===== config.mk =====
export PLATFORM = sky130hd
export DESIGN_NAME = sine_meas
export DESIGN_NICKNAME = d
export VERILOG_FILES = /design/src/rtl/sine_pkg.sv /design/src/rtl/sine_xdet.sv /design/src/rtl/sine_meas.sv
export SDC_FILE = /design/constraint.sdc
export NUM_CORES = 1
export LEC_CHECK = 0
export BUFFER_PORTS_ARGS = -buffer_cell sky130_fd_sc_hd__buf_4
export CORE_AREA = 5 5 149 151
export DETAILED_ROUTE_END_ITERATION = 6
export DIE_AREA = 0 0 154 156
export GPL_TIMING_DRIVEN = 0
export SLEW_MARGIN = 0
export SYNTH_ARGS = -nofsm -noshare
export SYNTH_HDL_FRONTEND = slang
export SYNTH_SLANG_ARGS = --single-unit
export TNS_END_PERCENT = 100

===== constraint.sdc =====
create_clock -name clk -period 10.7 [get_ports clk]
set_input_delay 2.14 -clock clk [delete_from_list [all_inputs] [get_ports clk]]
set_output_delay 2.14 -clock clk [all_outputs]
set_load 0.01 [all_outputs]

===== src/rtl/sine_pkg.sv =====
// Shared definitions for the sine oscillator blocks (sine_gen, sine_meas).
// Latency: n/a (types and constants only).
// Backpressure: n/a.
package sine_pkg;

    // Default widths shared with sine_gen users.
    localparam int SW_DEF = 20;   // sample width, two's complement
    localparam int CW_DEF = 16;   // period counter width

    // Measurement FSM encoding.
    typedef enum logic {
        SEEK    = 1'b0,
        MEASURE = 1'b1
    } state_t;

endpackage


===== src/rtl/sine_xdet.sv =====
// Positive-going zero-crossing detector with hysteresis arming.
// Latency: crossing is combinational on the en cycle; armed updates on the next edge.
// Backpressure: none; evaluates every en=1 sample.
// Ports: clk/reset, en + sample (input strobe and value), disarm (forces armed low),
//        crossing (armed and sample >= 0 on an en cycle).
module sine_xdet
    import sine_pkg::*;
#(
    parameter int SW   = SW_DEF,
    parameter int HYST = 64
) (
    input  logic                 clk,
    input  logic                 reset,
    input  logic                 en,
    input  logic signed [SW-1:0] sample,
    input  logic                 disarm,
    output logic                 crossing
);

    localparam logic signed [SW-1:0] NEG_HYST = SW'(-HYST);

    logic armed;

    // Non-negative test is the sign bit alone.
    assign crossing = en && armed && !sample[SW-1];

    always_ff @(posedge clk or negedge reset) begin
        if (!reset) begin
            armed <= 1'b0;
        end else if (en) begin
            // Disarm (timeout abort) wins over re-arming on the same sample.
            if (disarm)
                armed <= 1'b0;
            else if (sample <= NEG_HYST)
                armed <= 1'b1;
            else if (crossing)
                armed <= 1'b0;
        end
    end

endmodule


===== src/rtl/sine_meas.sv =====
// Measures period (samples/cycle), peak, trough and peak-to-peak of an oscillator stream.
// Latency: meas_valid rises one clk after the en cycle of the closing crossing.
// Backpressure: valid/ready output; an unread result is overwritten and flags sticky overrun.
// Ports: clk/reset, en + sample in; meas_valid/meas_ready with period, peak, trough,
//        amp_pp out; timeout/reject single-cycle pulses; overrun sticky until reset.
module sine_meas
    import sine_pkg::*;
#(
    parameter int SW         = SW_DEF,
    parameter int CW         = CW_DEF,
    parameter int HYST       = 64,
    parameter int MIN_PERIOD = 4
) (
    input  logic                 clk,
    input  logic                 reset,
    input  logic                 en,
    input  logic signed [SW-1:0] sample,
    output logic                 meas_valid,
    input  logic                 meas_ready,
    output logic [CW-1:0]        period,
    output logic signed [SW-1:0] peak,
    output logic signed [SW-1:0] trough,
    output logic signed [SW:0]   amp_pp,
    output logic                 timeout,
    output logic                 reject,
    output logic                 overrun
);

    state_t                state;
    logic [CW-1:0]         count;
    logic signed [SW-1:0]  peak_acc;
    logic signed [SW-1:0]  trough_acc;

    logic                  crossing;
    logic                  timeout_hit;
    logic signed [SW-1:0]  pk_next;
    logic signed [SW-1:0]  tr_next;
    logic signed [SW:0]    amp_next;
    logic [CW:0]           p_next;
    logic                  p_ok;
    logic [CW-1:0]         p_sat;

    sine_xdet #(
        .SW   (SW),
        .HYST (HYST)
    ) u_xdet (
        .clk      (clk),
        .reset    (reset),
        .en       (en),
        .sample   (sample),
        .disarm   (timeout_hit),
        .crossing (crossing)
    );

    // Window would exceed 2^CW-1 samples on this en cycle.
    assign timeout_hit = en && (state == MEASURE) && !crossing && (&count);

    assign pk_next  = (sample > peak_acc)   ? sample : peak_acc;
    assign tr_next  = (sample < trough_acc) ? sample : trough_acc;
    // One extra bit of headroom makes the difference exact.
    assign amp_next = {pk_next[SW-1], pk_next} - {tr_next[SW-1], tr_next};

    assign p_next = {1'b0, count} + (CW+1)'(1);
    assign p_ok   = (p_next >= (CW+1)'(MIN_PERIOD));
    // A crossing landing exactly on a full counter gives 2^CW, which does not fit; clamp.
    assign p_sat  = p_next[CW] ? {CW{1'b1}} : p_next[CW-1:0];

    always_ff @(posedge clk or negedge reset) begin
        if (!reset) begin
            state      <= SEEK;
            count      <= '0;
            peak_acc   <= '0;
            trough_acc <= '0;
            period     <= '0;
            peak       <= '0;
            trough     <= '0;
            amp_pp     <= '0;
            meas_valid <= 1'b0;
            timeout    <= 1'b0;
            reject     <= 1'b0;
            overrun    <= 1'b0;
        end else begin
            timeout <= 1'b0;
            reject  <= 1'b0;

            // Consumer handshake; a load below in the same cycle overrides this.
            if (meas_valid && meas_ready)
                meas_valid <= 1'b0;

            if (en) begin
                case (state)
                    SEEK: begin
                        if (crossing) begin
                            state      <= MEASURE;
                            count      <= '0;
                            peak_acc   <= sample;
                            trough_acc <= sample;
                        end
                    end
                    MEASURE: begin
                        if (crossing) begin
                            // Close the window and immediately open the next one.
                            count      <= '0;
                            peak_acc   <= sample;
                            trough_acc <= sample;
                            if (p_ok) begin
                                period     <= p_sat;
                                peak       <= pk_next;
                                trough     <= tr_next;
                                amp_pp     <= amp_next;
                                meas_valid <= 1'b1;
                                if (meas_valid && !meas_ready)
                                    overrun <= 1'b1;
                            end else begin
                                reject <= 1'b1;
                            end
                        end else if (timeout_hit) begin
                            timeout <= 1'b1;
                            state   <= SEEK;
                            count   <= '0;
                        end else begin
                            count      <= count + 1'b1;
                            peak_acc   <= pk_next;
                            trough_acc <= tr_next;
                        end
                    end
                endcase
            end
        end
    end

endmodule


==> results of run 1 <==
[state kept, by name (all words and copies together), names as in the netlist, 16 cells and up]
| name | count |
|---|---|
| period | 16 |
| trough | 20 |
| peak | 20 |
| trough_acc | 20 |
| amp_pp | 21 |
| peak_acc | 20 |
| count | 16 |
[critical path: cells and delay by family]
kind	cells	cell delay (ns)
and+or+nand+nor	2	0.40
AOI/OAI and AO/OA	15	3.62
adders and majority gates	3	0.97
buffers and inverters	4	0.84
[power groups by stage]
stage               combinational (mW)  clock, mW  sequential, mW
floorplan                         1.27          0           0.922
global placement                  1.92          0           0.883
detailed placement                1.94          0           0.888
CTS                               1.96      0.622           0.880
global route                      2.16      0.646           0.908
finish                            1.96      0.612           0.880
[Yosys cell counts, drive strengths merged (2+ instances only)]
library cell	count	area share (%)
nand4	10	0.77
xor2	11	1.2
or4	4	0.43
nor2	45	2.2
o31ai	11	1.0
and2	6	0.48
nand3	19	1.2
a31oi	18	1.4
or2	3	0.26
or3	4	0.37
inv	54	2.5
a21oi	31	2.0
dfrtp	139	43
nor4	3	0.23
and4	3	0.32
o21ai	102	6.3
nor2b	5	0.38
ha	59	9.1
o21a	4	0.40
a211oi	5	0.64
a31o	4	0.43
and3	10	0.84
a211o	3	0.32
clkbuf	24	1.4
nor3	8	0.49
a21o	13	1.2
nand3b	5	0.46
mux2i	20	2.5
nand2b	10	0.77
nor3b	4	0.37
mux2	33	4.6
nand2	158	7.3
o2111ai	2	0.22
buf	17	1.1
xnor2	15	1.6
a41oi	3	0.41
o211ai	4	0.37
[layout make-up]
cell class / count / area, sq um
plain buffers: 41 / 201.4
clock buffers: 23 / 488.0
clock inverters: 7 / 113.9
fillers: 2015 / 10780
inverters: 54 / 202.7
multi-input cells: 650 / 4265
flip-flops and latches: 139 / 3478
well taps: 275 / 344.1
repair buffers: 105 / 812.0
[metrics by stage]
stage	cells	setup WS [ns]	instance area [sq um]
floorplan	884	3.585	8148
finish	1294	3.031	9906
CTS	1294	3.048	9906
detailed placement	1264	2.639	9304
global placement	1263	2.643	9273
global route	1294	2.707	9906
[metal layers]
metal / routed length [microns] / global-route usage [%] / up-vias
met5: 0 / 0 / -
met4: 246 / 4.962 / 0
met3: 1143 / 3.190 / 19
met2: 10010 / 28.70 / 169
met1: 11230 / 28.06 / 3264
li1: - / - / 3341
[logic make-up (layout without fill, tap and decap cells)]
logic type / after synthesis / count (layout) / synth area share, %
compound gates: 210 / 210 / 16.03
simple gates: 300 / 300 / 17.08
mux: 53 / 53 / 7.018
buf+inv: 95 / 230 / 4.960
flops: 139 / 139 / 42.69
xor+xnor: 26 / 26 / 2.795
fa+ha+maj: 61 / 61 / 9.429
[worst max-delay path by stage]
stage	cells after the start	end	slack [ns]
2_1_floorplan	23	amp_pp[20]	3.59
3_3_place_gp	24	amp_pp[20]	2.64
3_5_place_dp	24	amp_pp[20]	2.64
4_1_cts	24	amp_pp[20]	3.05
5_1_grt	24	amp_pp[20]	2.71
6_report	24	amp_pp[20]	3.03
[cells in the final DEF (no fill, tap or decap), types with 18 or more instances in the layout]
| cell type | count |
|---|---|
| ha_1 | 59 |
| o21ai_1 | 22 |
| clkbuf_1 | 24 |
| a31oi_1 | 18 |
| nor2_1 | 44 |
| nand2_1 | 158 |
| dfrtp_1 | 139 |
| o21ai_0 | 79 |
| mux2i_1 | 20 |
| inv_1 | 54 |
| mux2_2 | 25 |
| a21oi_1 | 30 |
| nand3_1 | 19 |
| buf_4 | 103 |
==> run summary, run 1 <==
The minimum clock period is 7.669 ns. The Yosys step of the flow raised 0 warnings. The proportion of power drawn by combinational gates is 56.8%, and the total net switching power is 1.465 mW.

The number of nets handed over by synthesis was 968. In the final layout, the share of cells above drive strength 1 is 18.84%. Measured on the finished design, the core utilization comes to 47.88%.

For the number of buffers inserted for hold repair after clock tree synthesis, the log shows 0. The overall power came out at 3.451 mW. Sequential element share of the synthesized area: 42.69%. Across all hold checks on the routed design, the worst slack comes to 0.4762 ns.

The synthesized netlist contains 72 unique library cells. The worst hold path terminates at peak[4]. The number of nets in the layout was 1092; the routed wire length was 22630 microns.

The initial antenna violation count was 0; the number of hold violations in the final report was 0. The critical path is of the input port to flop type. Number of buffer cells added on primary ports: 104.

The run gives 0.1304 GHz as the highest achievable clock rate. Startpoint type of the worst setup path: an input port. In this run the remaining antenna-violating nets after routing total 0. The worst register-to-register path begins at trough_acc[1]. The share of total power dissipated in the clock network is 17.7%.

Measured in cells, the most critical reg-to-reg path has a length of 24. The layout-stage area growth over the synthesis result is 21.58%. The endpoint identified for the worst register-to-register timing path is amp_pp[20]. TritonCTS built the clock tree. The reg2reg setup slack was 4.48 ns; the routability congestion estimate from global placement was 0.8663.

The wire length of the first global-routing pass is 35540 microns. Largest net degree at the start of global routing: 74. Across the run, the number of max-cap violations was 0.

Count of TritonRoute iterations in the first routing pass: 6. The tightest min-delay check is of the flop to flop type. Of the total power, registers draw 25.5%. Number of global-route vias before repair: 6404.

Cell count after synthesis: 884. The total of flip-flops plus latches after synthesis was 139. 105 I/O pins were placed. In the routed design, unresolved DRC markers number 0. The tools report the kind of capture point of the worst setup path as a flop. The net switching fraction of the power is 42.46%.

Setup repair after global routing left no endpoint under its margin. The power density over the cells is 348.3 nW/um^2, and the post-DP HPWL is 17530 microns. The cell leakage power was 4.759 nW.

The tools report the number of CTS-inserted buffers as 17. The run gives 0 ns as the final total negative setup slack. For this run, the leading register cell type out of synthesis is dfrtp_1. The total overflow left after global routing is 0. The clock latency on the worst-skew pair is 0.43 ns, and the largest clock skew in the final design is 0.01024 ns. After detailed routing, the number of vias per cell comes to 5.250. On the worst path, the slowest cell contributes a delay of 0.46 ns. The run finished with clean final reports. The tools report the number of max-slew violations in the final report as 0. The clock-pin transition on the worst setup and hold timing paths is 0.06 ns, and the design internal power is 1.985 mW. Measured against its own limit, the worst slew margin works out to 47.81%. The die covers 24020 sq um. In the finished design, the share of the clock period the worst path needs comes to 71.67%. The H-tree was split into 4 levels. CTS placed an instance of clkbuf_16 at the clock tree root. For this design, the slowest cell found on the critical path is a221o_1. For this run, the total global-route usage over all layers was measured as 18.90%. The clock net in this run drives a total of 139 sinks.

The library cell appearing most often on the critical path was a21o_1. The floorplan has 53 rows. Vertical die dimension: 156 microns. The tools report the hold path startpoint as peak[4].

Arrival time of data at the critical path endpoint: 8.01 ns. The violation count after the first detailed-route iteration was 629; the area of the placeable core was 20690 sq um. Worst setup path startpoint: sample[1]. Final setup violation count: 0. After detailed routing, the average wire length per cell comes to 17.49 microns.

The initial core utilization is 39.38%, and the transition time of the tightest slew-check pin is 0.7746 ns. The routed via count was 6793; the synthesized cell area was 8148 sq um. VDD sags by at most 0.0001345 V. The post-CTS setup buffer count is 0, and the maximum buffer depth of the clock tree is 2. The signal on the critical path passes through buf_4 > ha_1 > a21o_1 > a211o_1 > a221o_1 > a2111oi_4 > nor2_1 > buf_2 > buf_1 > o21ai_0 > ha_1 > inv_1 > fa_1 > a21o_1 > a21o_1 > a21o_1 > a21oi_1 > o21a_1 > a21oi_1 > o311ai_2 > a211oi_2 > or2_4 > a211o_1 > a41oi_2.

The number of gates resized after CTS was 0. Number of enable flip-flop cells after synthesis: 0. The average instance area after synthesis is 9.217 sq um. The maximum net fanout on the critical path was 10; the worst hold path stage count was 2. For the worst setup path, the data required time is 11.04 ns.

The share of flip-flops with an asynchronous set or reset after synthesis was 100.0%; the x dimension of the die was 154 microns. The number of antenna diodes in the final layout is 0.
Power figures use the tool's default switching activity.
==> run 2: changes to the inputs <==
clock period = 6.2 ns   (was 10.7 ns; I/O delays follow)
==> run 2 against run 1 <==
Against the previous run: core utilization is 1.3 points higher; clock-buffer cell count is 3 lower; non-clock buffer count is 20 higher; flip-flop and latch count stayed put; final cell count is 1.7% higher; wire length is 1.1% higher; critical endpoint unchanged; highest routed layer unchanged.
==> run summary, run 2 (same netlist as run 1, synthesis figures left out) <==
The run gives 24020 sq um as the area enclosed by the die boundary. Worst reg-to-reg path cell count: 24. The largest clock skew in the final design was 0.008696 ns; the area of the placeable core was 20690 sq um.

The count of TritonRoute iterations in the first routing pass is 4. Following the worst setup path forward leads to its endpoint at amp_pp[20]. Layout-stage area growth over the synthesis result: 24.94%. Across the run, the number of max-cap violations was 0. During placement, the flow inserted port buffers numbering 104. The power density over the cells came out at 612.1 nW/um^2. The tools report the number of buffers inserted for hold repair after clock tree synthesis as 0.

The logs give 0 for the number of antenna repair diodes and 0.74 ns for the reg2reg setup slack. In the final routed layout, each cell accounts on average for 17.38 microns. The count of nets left with antenna violations once routing finished came out at 0.

For the worst-case vdd ir drop, the log shows 0.0002071 V. In this run the count of I/O pins placed on the die edge is 105. The vertical die dimension came out at 156 microns. The final setup violation count is 0, and the clock latency on the worst-skew pair is 0.42 ns. The minimum clock period was 6.033 ns. The global routing stage identified its most utilized layer as met1.

The floorplan has 53 rows. The design area came out at 10180 sq um. Across all layers, the routed design uses 6852 vias.

The violation count after the first detailed-route iteration was 392. Power comes to 6.231 mW. The number of global-route vias before repair was 6482; the number of flip-flops under the largest register name was 21. The clock tree root buffer cell was clkbuf_16. The top cell types in the final layout, fill and taps aside, are nand2_1 (158), dfrtp_1 (139), buf_4 (122). In the global route stage, met2 resource usage came out at 27.62%. The worst setup path is launched from an input port. The run gives 49.20% as the final design utilization. The critical path start-end classification is input port to flop. Global routing used 18.77% of the available tracks across all layers.

At the pin with the least slew margin, the transition time is 0.7243 ns. At the worst endpoint, the required time is 6.53 ns. The maximum level of the CTS H-tree was 4. After detailed routing, the number of remaining DRC violations is 0. Of all nets on the critical path, the largest fanout is 10. TritonCTS built the clock tree. Based on the critical path, the design can be clocked at up to 0.1658 GHz. The worst min-delay path category is flop to flop. The logs give 0 for the initial antenna violation count and 0 for the number of hold violations in the final report. In the global route stage, met1 resource usage came out at 27.70%.

The run gives 1316 as the final cell count without fillers. The first global-routing pass estimated 35530 microns of wire. The maximum buffer depth of the clock tree is 2. For the worst setup path, the data arrival time is 6.37 ns. The cell leakage power is 4.878 nW. Counting instances, the worst hold path has a depth of 2.

The wire-length estimate of the detail-placed layout is 17450 microns. Clock-pin slew was measured on the worst setup and hold paths at 0.06 ns. Fill cells in the final layout number 2019. The number of CTS-inserted buffers came out at 17.

The largest register by flop count is amp_pp. Initial core utilization: 39.38%. The tools report the flip-flop and latch area as 3478 sq um.

The run gives 0.4620 ns as the final-layout worst hold slack. For the routability congestion estimate from global placement, the log shows 0.8582. Entering global routing, the biggest net connects 83 pins. The number of nets in the layout is 1112, and the routed wire length is 22870 microns.

The worst slack at placement is -0.7702 ns. In this run the critical register-to-register path is captured at amp_pp[20]. The number of clock sinks came out at 139. The library cell used most frequently in the layout, excluding fill and tap cells, is nand2_1. In this run the tightest slew margin relative to its limit is 51.71%. In this run the worst setup path begins at sample[1]. Launch instance of the worst register-to-register path: trough_acc[1]. The final critical-path setup slack was 0.1672 ns; the vias per cell was 5.207.

The total area of multi-input combinational cells is 4333 sq um, and the total cell area at the placement stage is 9305 sq um. The fraction of met3 tracks used by global routing is 3.745%, and the ratio of final minimum period to clock period is 97.30%. The share of final-layout standard cells stronger than drive strength 1 was 22.00%; the remaining global-route overflow was 0. The flow ran to the end, and the final reports show no timing, DRC or antenna violations.

In this run, placement finished with an instance count of 1264. The x dimension of the die was 154 microns. For the final total negative setup slack, the log shows 0 ns. STA classifies the critical path endpoint as a flop.

The run gives 0 as the number of max-slew violations in the final report.
[run 2: worst max-delay path: stages]
cell       delay, ns
buf_4           0.14
ha_1            0.29
a21o_1          0.16
a211o_1         0.28
a221o_1         0.46
a2111oi_4       0.45
nor2_2          0.11
buf_6           0.16
buf_8           0.16
o21ai_4         0.18
ha_4            0.16
inv_1           0.05
fa_2            0.36
a21o_1          0.18
a21o_1          0.19
a21o_1          0.19
a21oi_2         0.15
o21a_1          0.19
a21oi_1         0.06
o311ai_2        0.32
a211oi_2        0.13
or2_4           0.27
a211o_1         0.28
a41oi_2         0.17
[run 2: area by class of cell]
cell class / instances / share of cell area (%)
Clock buffer: 20 / 4.486
Timing Repair Buffer: 125 / 9.427
Sequential cell: 139 / 34.17
Multi-Input combinational cell: 650 / 42.56
Tap cell: 275 / 3.380
Buffer: 41 / 2.176
Inverter: 54 / 1.991
Clock inverter: 12 / 1.807
[run 2: worst min-delay path by stage]
stage,endpoint,start
after CTS,overrun,overrun
final,overrun,overrun
after floorplan,peak_acc[8],peak_acc[8]
after global placement,overrun,overrun
after detailed placement,overrun,overrun
after global routing,peak[11],peak[11]
[run 2: what timing repair did]
| action | in CTS | in global routing |
|---|---|---|
| pin swaps | 2 | 12 |
| buffers inserted | 1 | 18 |
| gates resized for setup | 6 | 21 |
| setup endpoints to repair | 9 | 9 |
| gates cloned | 0 | 1 |
[run 2: report_power, final]
part | total [mW] | switching (mW) | internal, mW
Sequential | 1.52 | 0.235 | 1.29
Combinational | 3.61 | 1.97 | 1.63
Clock | 1.11 | 0.406 | 0.700
[run 2: per-layer routing]
| layer | wire, microns | up-vias |
|---|---|---|
| li1 | - | 3378 |
| met1 | 11340 | 3288 |
| met2 | 9980 | 158 |
| met3 | 1049 | 28 |
| met4 | 503 | 0 |
| met5 | 0 | - |
